--- config.mk ---
export PLATFORM = sky130hd
export DESIGN_NAME = rtc_bus_sequencer_flat
export DESIGN_NICKNAME = d
export VERILOG_FILES = /design/src/rtl/rtc_bus_pkg.sv /design/src/rtl/rtc_bus_sequencer_if.sv /design/src/rtl/rtc_bus_sequencer_rr_arbiter.sv /design/src/rtl/rtc_bus_sequencer.sv /design/src/flat_wrapper.sv
export SDC_FILE = /design/constraint.sdc
export NUM_CORES = 1
export LEC_CHECK = 0
export CORE_MARGIN = 3
export CORE_UTILIZATION = 44
export CTS_BUF_LIST = sky130_fd_sc_hd__clkbuf_8 sky130_fd_sc_hd__clkbuf_16
export DETAILED_ROUTE_END_ITERATION = 10
export PLACE_DENSITY = 0.86
export SETUP_SLACK_MARGIN = 0.1
export SLEW_MARGIN = 40
export SYNTH_ARGS = -nofsm -noshare
export SYNTH_HDL_FRONTEND = slang
export SYNTH_SLANG_ARGS = --single-unit
--- constraint.sdc ---
create_clock -name clk -period 4.7 [get_ports clk]
set_input_delay 0.94 -clock clk [delete_from_list [all_inputs] [get_ports clk]]
set_output_delay 0.94 -clock clk [all_outputs]
set_load 0.1 [all_outputs]
--- src/rtl/rtc_bus_pkg.sv ---
// Shared definitions for the RTC bus sequencer.
//   - state_e      : sequencer FSM encoding
//   - *_IDLE       : bus strobe levels while no transaction is running
//   - DW_DEF/T_PH_DEF : default bus width and strobe phase length
//   - REG_*        : RTC chip register addresses used by the client controllers
//   - next_phase() : successor of a timed bus phase
package rtc_bus_pkg;

  typedef enum logic [2:0] {
    S_IDLE, S_ARB, S_ADDR, S_GAP1, S_DATA, S_GAP2, S_ACK
  } state_e;

  localparam logic A_D_IDLE = 1'b1;
  localparam logic CS_IDLE  = 1'b1;
  localparam logic RD_IDLE  = 1'b1;
  localparam logic WR_IDLE  = 1'b1;

  localparam int DW_DEF   = 8;
  localparam int T_PH_DEF = 4;

  localparam logic [7:0] REG_SEC   = 8'h20;
  localparam logic [7:0] REG_MIN   = 8'h21;
  localparam logic [7:0] REG_HOUR  = 8'h22;
  localparam logic [7:0] REG_DAY   = 8'h23;
  localparam logic [7:0] REG_MONTH = 8'h24;
  localparam logic [7:0] REG_YEAR  = 8'h25;
  localparam logic [7:0] REG_TIMER = 8'h26;
  localparam logic [7:0] REG_CMD   = 8'h27;

  // The four timed phases run in a fixed order; GAP2 hands over to ACK.
  function automatic state_e next_phase(state_e s);
    case (s)
      S_ADDR:  return S_GAP1;
      S_GAP1:  return S_DATA;
      S_DATA:  return S_GAP2;
      default: return S_ACK;
    endcase
  endfunction

endpackage

--- src/rtl/rtc_bus_sequencer_if.sv ---
// Client-side handshake and RTC pad-side bus of the sequencer.
//   client : req, we, addr, wdata (packed per channel at [i*DW +: DW]),
//            ack, rdata, grant_id, busy
//   pads   : a_d, cs, rd, wr, ad_out, ad_oe, ad_in
//   lock   : present only when RTC_SEQ_LOCK_EN is defined
// slave modport: the sequencer. master modport: clients + pads.
interface rtc_bus_sequencer_if #(
  parameter int N_CH = 4,
  parameter int DW   = 8
);
  localparam int GW = $clog2(N_CH);

  logic [N_CH-1:0]    req;
  logic [N_CH-1:0]    we;
  logic [N_CH*DW-1:0] addr;
  logic [N_CH*DW-1:0] wdata;
  logic [N_CH-1:0]    ack;
  logic [DW-1:0]      rdata;
  logic [GW-1:0]      grant_id;
  logic               busy;
  logic               a_d;
  logic               cs;
  logic               rd;
  logic               wr;
  logic [DW-1:0]      ad_out;
  logic               ad_oe;
  logic [DW-1:0]      ad_in;
`ifdef RTC_SEQ_LOCK_EN
  logic [N_CH-1:0]    lock;
`endif

  modport slave (
    input  req, we, addr, wdata, ad_in,
`ifdef RTC_SEQ_LOCK_EN
    input  lock,
`endif
    output ack, rdata, grant_id, busy, a_d, cs, rd, wr, ad_out, ad_oe
  );

  modport master (
    output req, we, addr, wdata, ad_in,
`ifdef RTC_SEQ_LOCK_EN
    output lock,
`endif
    input  ack, rdata, grant_id, busy, a_d, cs, rd, wr, ad_out, ad_oe
  );

endinterface

--- src/rtl/rtc_bus_sequencer_rr_arbiter.sv ---
// Round-robin arbiter with optional sticky (lock) regrant.
//   req_i  : client requests          cur_i : client granted last
//   adv_i  : end-of-transaction strobe lock_i: that client's lock bit at adv_i
//   idle_i : sequencer idle            gnt_o/idx_o : one-hot and index of winner
// The pointer moves past cur_i on adv_i unless the client holds its lock.
module rr_arbiter #(
  parameter  int N_CH = 4,
  localparam int GW   = $clog2(N_CH)
) (
  input  logic            clk,
  input  logic            rst_n,
  input  logic [N_CH-1:0] req_i,
  input  logic [GW-1:0]   cur_i,
  input  logic            adv_i,
  input  logic            lock_i,
  input  logic            idle_i,
  output logic [N_CH-1:0] gnt_o,
  output logic [GW-1:0]   idx_o
);
  logic [GW-1:0] ptr_q;
  logic          lock_q;
  logic          found;
  logic [GW-1:0] cand;

  always_comb begin
    found = 1'b0;
    idx_o = ptr_q;
    cand  = '0;
    for (int k = 0; k < N_CH; k++) begin
      cand = GW'((int'(ptr_q) + k) % N_CH);
      if (!found && req_i[cand]) begin
        found = 1'b1;
        idx_o = cand;
      end
    end
    // A locked client that is still requesting wins regardless of the pointer.
    if (lock_q && req_i[cur_i]) begin
      found = 1'b1;
      idx_o = cur_i;
    end
    gnt_o = '0;
    if (found) gnt_o[idx_o] = 1'b1;
  end

  always_ff @(posedge clk or negedge rst_n) begin
    if (!rst_n) begin
      ptr_q  <= '0;
      lock_q <= 1'b0;
    end else if (adv_i) begin
      lock_q <= lock_i;
      if (!lock_i) ptr_q <= (cur_i == GW'(N_CH - 1)) ? '0 : cur_i + GW'(1);
    end else if (idle_i && !req_i[cur_i]) begin
      // Lock only survives if the owner re-requests straight away.
      lock_q <= 1'b0;
    end
  end

endmodule

--- src/rtl/rtc_bus_sequencer.sv ---
// RTC bus sequencer: arbitrates N_CH clients onto the multiplexed RTC bus and
// generates a_d/cs/rd/wr timing (ADDR, GAP1, DATA, GAP2 of T_PH cycles each).
//   clk, reset : clock, async active-low reset
//   bus        : rtc_bus_sequencer_if.slave (client handshake + pad signals)
// Optional: define RTC_SEQ_LOCK_EN to add per-client lock (sticky regrant).
module rtc_bus_sequencer
  import rtc_bus_pkg::*;
#(
  parameter int N_CH = 4,
  parameter int DW   = DW_DEF,
  parameter int T_PH = T_PH_DEF
) (
  input logic             clk,
  input logic             reset,
  rtc_bus_sequencer_if.slave bus
);
  localparam int GW = $clog2(N_CH);
  localparam int CW = $clog2(T_PH) + 1;
  localparam logic [CW-1:0] LOAD = CW'(T_PH - 1);

  state_e          state_q, state_d;
  logic [CW-1:0]   cnt_q, cnt_d;
  logic [GW-1:0]   grant_id_q, gnt_idx;
  logic [N_CH-1:0] gnt_oh;
  logic            we_q, we_sel;
  logic [DW-1:0]   addr_q, wdata_q, rdata_q, addr_sel, wdata_sel;
  logic            phase_end, lock_cur;

  assign phase_end = (cnt_q == '0);

`ifdef RTC_SEQ_LOCK_EN
  assign lock_cur = bus.lock[grant_id_q];
`else
  assign lock_cur = 1'b0;
`endif

  rr_arbiter #(.N_CH(N_CH)) u_arb (
    .clk    (clk),
    .rst_n  (reset),
    .req_i  (bus.req),
    .cur_i  (grant_id_q),
    .adv_i  (state_q == S_ACK),
    .lock_i (lock_cur),
    .idle_i (state_q == S_IDLE),
    .gnt_o  (gnt_oh),
    .idx_o  (gnt_idx)
  );

  // One-hot select of the winner's request fields.
  always_comb begin
    we_sel    = 1'b0;
    addr_sel  = '0;
    wdata_sel = '0;
    for (int i = 0; i < N_CH; i++) begin
      if (gnt_oh[i]) begin
        we_sel    = we_sel | bus.we[i];
        addr_sel  = addr_sel | bus.addr[i*DW +: DW];
        wdata_sel = wdata_sel | bus.wdata[i*DW +: DW];
      end
    end
  end

  always_comb begin
    state_d = state_q;
    cnt_d   = cnt_q;
    case (state_q)
      S_IDLE: if (|bus.req) state_d = S_ARB;
      S_ARB: begin
        // A request withdrawn before arbitration just returns to idle.
        state_d = (|gnt_oh) ? S_ADDR : S_IDLE;
        cnt_d   = LOAD;
      end
      S_ADDR, S_GAP1, S_DATA, S_GAP2: begin
        if (phase_end) begin
          state_d = next_phase(state_q);
          cnt_d   = LOAD;
        end else begin
          cnt_d = cnt_q - 1'b1;
        end
      end
      default: state_d = S_IDLE;
    endcase
  end

  always_ff @(posedge clk or negedge reset) begin
    if (!reset) begin
      state_q    <= S_IDLE;
      cnt_q      <= '0;
      grant_id_q <= '0;
      we_q       <= 1'b0;
      addr_q     <= '0;
      wdata_q    <= '0;
      rdata_q    <= '0;
    end else begin
      state_q <= state_d;
      cnt_q   <= cnt_d;
      if (state_q == S_ARB) begin
        grant_id_q <= gnt_idx;
        we_q       <= we_sel;
        addr_q     <= addr_sel;
        wdata_q    <= wdata_sel;
      end
      if (state_q == S_DATA && !we_q && phase_end) rdata_q <= bus.ad_in;
    end
  end

  // Strobes decode straight from the state register so an async reset
  // parks the bus at idle levels without waiting for a clock.
  always_comb begin
    bus.a_d    = A_D_IDLE;
    bus.cs     = CS_IDLE;
    bus.rd     = RD_IDLE;
    bus.wr     = WR_IDLE;
    bus.ad_out = '0;
    bus.ad_oe  = 1'b0;
    bus.ack    = '0;
    case (state_q)
      S_ADDR: begin
        bus.a_d = 1'b0; bus.cs = 1'b0; bus.wr = 1'b0;
        bus.ad_out = addr_q; bus.ad_oe = 1'b1;
      end
      S_GAP1: begin
        // Address held on the bus through the gap for chip hold time.
        bus.a_d = 1'b0; bus.ad_out = addr_q; bus.ad_oe = 1'b1;
      end
      S_DATA: begin
        bus.cs = 1'b0;
        if (we_q) begin
          bus.wr = 1'b0; bus.ad_out = wdata_q; bus.ad_oe = 1'b1;
        end else begin
          bus.rd = 1'b0;
        end
      end
      S_ACK:   bus.ack[grant_id_q] = 1'b1;
      default: ;
    endcase
  end

  assign bus.busy     = (state_q != S_IDLE);
  assign bus.rdata    = rdata_q;
  assign bus.grant_id = grant_id_q;

endmodule

--- src/flat_wrapper.sv ---
// flat-port wrapper written by rule: the top's interface ports become plain ports
module rtc_bus_sequencer_flat import rtc_bus_pkg::*;
#(
  parameter int N_CH = 4,
  parameter int DW   = DW_DEF,
  parameter int T_PH = T_PH_DEF
)
  (clk, reset, bus_req, bus_we, bus_addr, bus_wdata, bus_ad_in, bus_ack, bus_rdata, bus_grant_id, bus_busy, bus_a_d, bus_cs, bus_rd, bus_wr, bus_ad_out, bus_ad_oe);
  rtc_bus_sequencer_if #(.N_CH(N_CH), .DW(DW)) bus_i ();
  input logic clk;
  input logic reset;
  input wire logic [$bits(bus_i.req)-1:0] bus_req;
  input wire logic [$bits(bus_i.we)-1:0] bus_we;
  input wire logic [$bits(bus_i.addr)-1:0] bus_addr;
  input wire logic [$bits(bus_i.wdata)-1:0] bus_wdata;
  input wire logic [$bits(bus_i.ad_in)-1:0] bus_ad_in;
  output wire logic [$bits(bus_i.ack)-1:0] bus_ack;
  output wire logic [$bits(bus_i.rdata)-1:0] bus_rdata;
  output wire logic [$bits(bus_i.grant_id)-1:0] bus_grant_id;
  output wire logic [$bits(bus_i.busy)-1:0] bus_busy;
  output wire logic [$bits(bus_i.a_d)-1:0] bus_a_d;
  output wire logic [$bits(bus_i.cs)-1:0] bus_cs;
  output wire logic [$bits(bus_i.rd)-1:0] bus_rd;
  output wire logic [$bits(bus_i.wr)-1:0] bus_wr;
  output wire logic [$bits(bus_i.ad_out)-1:0] bus_ad_out;
  output wire logic [$bits(bus_i.ad_oe)-1:0] bus_ad_oe;
  assign bus_i.req = bus_req;
  assign bus_i.we = bus_we;
  assign bus_i.addr = bus_addr;
  assign bus_i.wdata = bus_wdata;
  assign bus_i.ad_in = bus_ad_in;
  assign bus_ack = bus_i.ack;
  assign bus_rdata = bus_i.rdata;
  assign bus_grant_id = bus_i.grant_id;
  assign bus_busy = bus_i.busy;
  assign bus_a_d = bus_i.a_d;
  assign bus_cs = bus_i.cs;
  assign bus_rd = bus_i.rd;
  assign bus_wr = bus_i.wr;
  assign bus_ad_out = bus_i.ad_out;
  assign bus_ad_oe = bus_i.ad_oe;
  rtc_bus_sequencer #(.N_CH(N_CH), .DW(DW), .T_PH(T_PH)) u_core (.clk(clk), .reset(reset), .bus(bus_i));
endmodule
==> flow_summary.toml <==
[placed_design]
dp_cells = 409
dpl_cell_area_um2 = 3180
gp_congestion = 0.950
io_buffers = 109
hpwl_mm = 4.97

[logic_synthesis]
synthArstFlopShare = 1.00
yosysTopAreaCellShare = 0.393
synthFlopType = "dfrtp_1"
syn_inst = 249
synth_top_cell_by_area = "dfrtp_1"
synth_warnings = 0
synth_area_um2 = 2230
syn_avg_cell_area_um2 = 8.94
synth.distinct_cells = 40
synth.most_common_cell = "dfrtp_1"
yosysSeqAreaShare = 0.393
synth_common_cells = "35 x dfrtp_1, 28 x nor2_1, 25 x a21oi_1"
synth_area_leaders = "dfrtp_1 39%, a22oi_1 5.7%, a21oi_1 5.6%"
synth_seq_cells = 35
synth_edf_count = 0
syn_nets = 339

[floorplanning]
dieArea_um2 = 5950
start_util = 0.462
row_count = 25
die-height_um = 77.1
core_area_um2 = 4820
die_width_um = 77.1
ios = 110

[final_layout]
finalNonFillerCells = 418
area_growth_pct = 47.8
finish.utilization = 0.683
design_area_um2 = 3290
nNetsFinal = 440
num-fill-cells = 432
multi_input_area_um2 = 1240
regArea_um2 = 876
drive_above_1_share = 0.160
n_antenna_cell = 0

[sta]
drv_slew = 0
final.setup.tns_ns = 0
hold_violations = 0
fin_crit_sh = 0.671
rsz0062_at_grt = "false"
max_slew_margin = 0.462
worst_slew_pin_slew_ns = 0.808
clock_skew_ns = 0.00451
period_needed_ns = 3.16
max_freq_mhz = 317
setup_viol = 0

[critical_path]
setup.worst_path.end = "bus_ack[2]"
critPathSlowestCell = "nor3_1"
crit_fanout = 11
start_kind = "flop"
rr_startpoint = "u_core.state_q[2]"
critPathBufInv = 2
r2r_cells = 6
r2r_slack_ns = 2.57
crit_start = "u_core.state_q[2]"
worstPathCellList = "inv_1 -> nor3_1 -> and2_1 -> buf_2"
r2r-end = "u_core.state_q[2]"
criticalPathCategory = "reg2out"
end_kind = "primary output"
worstPathArrival_ns = 2.22
required_ns = 3.76
max_stage_delay_ns = 0.61
critical-path-top-delay-family = "simple AND/OR/NAND/NOR gates"
crit_cells = 4

[run_status]
outcome = "completed"

[hold_path]
holdCritPathClass = "reg2reg"

[clock_tree]
clockBufferDepth = 2
postCtsSetupBuffers = 0
cts_buffers = 5
h-tree-depth = 2
clkTransAtPathRegs_ns = 0.07
cts_sinks = 35
cts_tree = "built"
clock_latency_ns = 0.29
clockRootBuffer = "clkbuf_8"
cts_resized = 0
hold_buffers = 0

[power_and_ir_drop]
powerDensity_nw_per_um2 = 776
p_leak_nw = 1.36
p_sw_mw = 1.57
irDropWorstVdd_mv = 0.415
internal_power_mw = 0.985
swShare = 0.614
design_power_total_mw = 2.55
seqPwrFrac = 0.224
p_comb_frac = 0.691
clkPwrFrac = 0.085

[grt]
grt_antenna_before_repair = 0
grt_max_degree = 36
gr-total-overflow = 0
grtUsageTotal = 0.236
grt_pass1_vias = 2430
grt_pass1_wl_mm = 11.4

[drt]
vias = 2423
drc = 0
drt_iter0_drc = 141
detail-route-antenna-nets = 0
drt_first_pass_iters = 5
drt-total-wl_mm = 6.86
vias_per_cell = 5.80
drt-wirelength-per-cell_um = 16.4

[flow_run]
cap_viol_max_count = 0
per-layer routing:
| metal | vias to the layer above | routed length, um | track usage |
|---|---|---|---|
| met2 | 139 | 3250 | 0.388 |
| met4 | 0 | 184 | 0.0890 |
| met5 | - | 0 | 0 |
| met3 | 20 | 687 | 0.0704 |
| li1 | 1136 | - | - |
| met1 | 1128 | 2740 | 0.290 |
final cells by class:
type | count | share of cell area
multi-input cells | 187 | 0.377
flip-flops and latches | 35 | 0.266
clock inverters | 3 | 0.00609
well taps | 67 | 0.0255
inverters | 11 | 0.0126
clock buffers | 5 | 0.0209
repair buffers | 110 | 0.292
registers in the layout, summed over array words and instances, names as in the netlist:
| register | flops |
|---|---|
| u_core.u_arb.ptr_q | 2 |
| u_core.wdata_q | 8 |
| u_core.bus.rdata | 8 |
| u_core.we_q | 1 |
| u_core.addr_q | 8 |
| u_core.bus.grant_id | 2 |
| u_core.cnt_q | 3 |
| u_core.state_q | 3 |
how the worst min path moves through the flow:
stage	depth (start not counted)	slack, ns	to	from
2_1_floorplan	1	0.44	u_core.cnt_q[0]	u_core.cnt_q[0]
3_3_place_gp	1	0.45	u_core.cnt_q[0]	u_core.cnt_q[0]
3_5_place_dp	1	0.47	u_core.cnt_q[0]	u_core.cnt_q[0]
4_1_cts	1	0.48	u_core.cnt_q[0]	u_core.cnt_q[0]
5_1_grt	1	0.51	u_core.cnt_q[0]	u_core.cnt_q[0]
6_report	1	0.48	u_core.cnt_q[0]	u_core.cnt_q[0]
kinds of logic after synthesis:
logic type | synth area share
flops | 0.393
xor+xnor | 0.00394
compound gates | 0.276
simple gates | 0.188
mux | 0.0405
fa+ha+maj | 0.0450
buf+inv | 0.0528
placed cells by master, fill, tap and decap left out, types with 2 or more instances in the layout:
cell type	synthesis	routed
a2111oi_0	2	2
a21oi_1	25	25
a22o_1	9	9
a22oi_1	17	17
a31oi_1	17	17
and2_1	6	6
buf_2	4	28
clkbuf_8	0	5
clkdlybuf4s50_1	0	80
clkinvlp_4	0	2
dfrtp_1	35	35
ha_1	8	8
inv_1	10	10
mux2_2	8	8
nand2_1	11	11
nand2b_1	4	4
nand3b_1	2	2
nand4_1	17	17
nor2_1	28	28
nor3_1	5	5
o21ai_0	10	10
worst reg2reg max path, stage by stage (launching register included):
cell,delay (ns)
dfrtp_1,0.53
inv_1,0.13
ha_1,0.39
a21oi_1,0.52
a2111oi_0,0.19
o21ai_0,0.20
nand2_1,0.07
through the flow:
stage,setup slack (ns),hold WS (ns)
global placement,1.24,0.452
finish,1.54,0.479
CTS,1.56,0.476
global route,1.39,0.508
floorplan,1.18,0.440
detailed placement,1.62,0.468
power by group through the flow:
stage / clock (mW) / sequential [mW] / combinational [mW]
3_5_place_dp: 0 / 0.576 / 1.74
5_1_grt: 0.238 / 0.599 / 1.87
3_3_place_gp: 0 / 0.570 / 1.83
2_1_floorplan: 0 / 0.837 / 1.15
6_report: 0.217 / 0.573 / 1.76
4_1_cts: 0.222 / 0.571 / 1.75
Note: power is estimated with default switching activity, not from simulation.
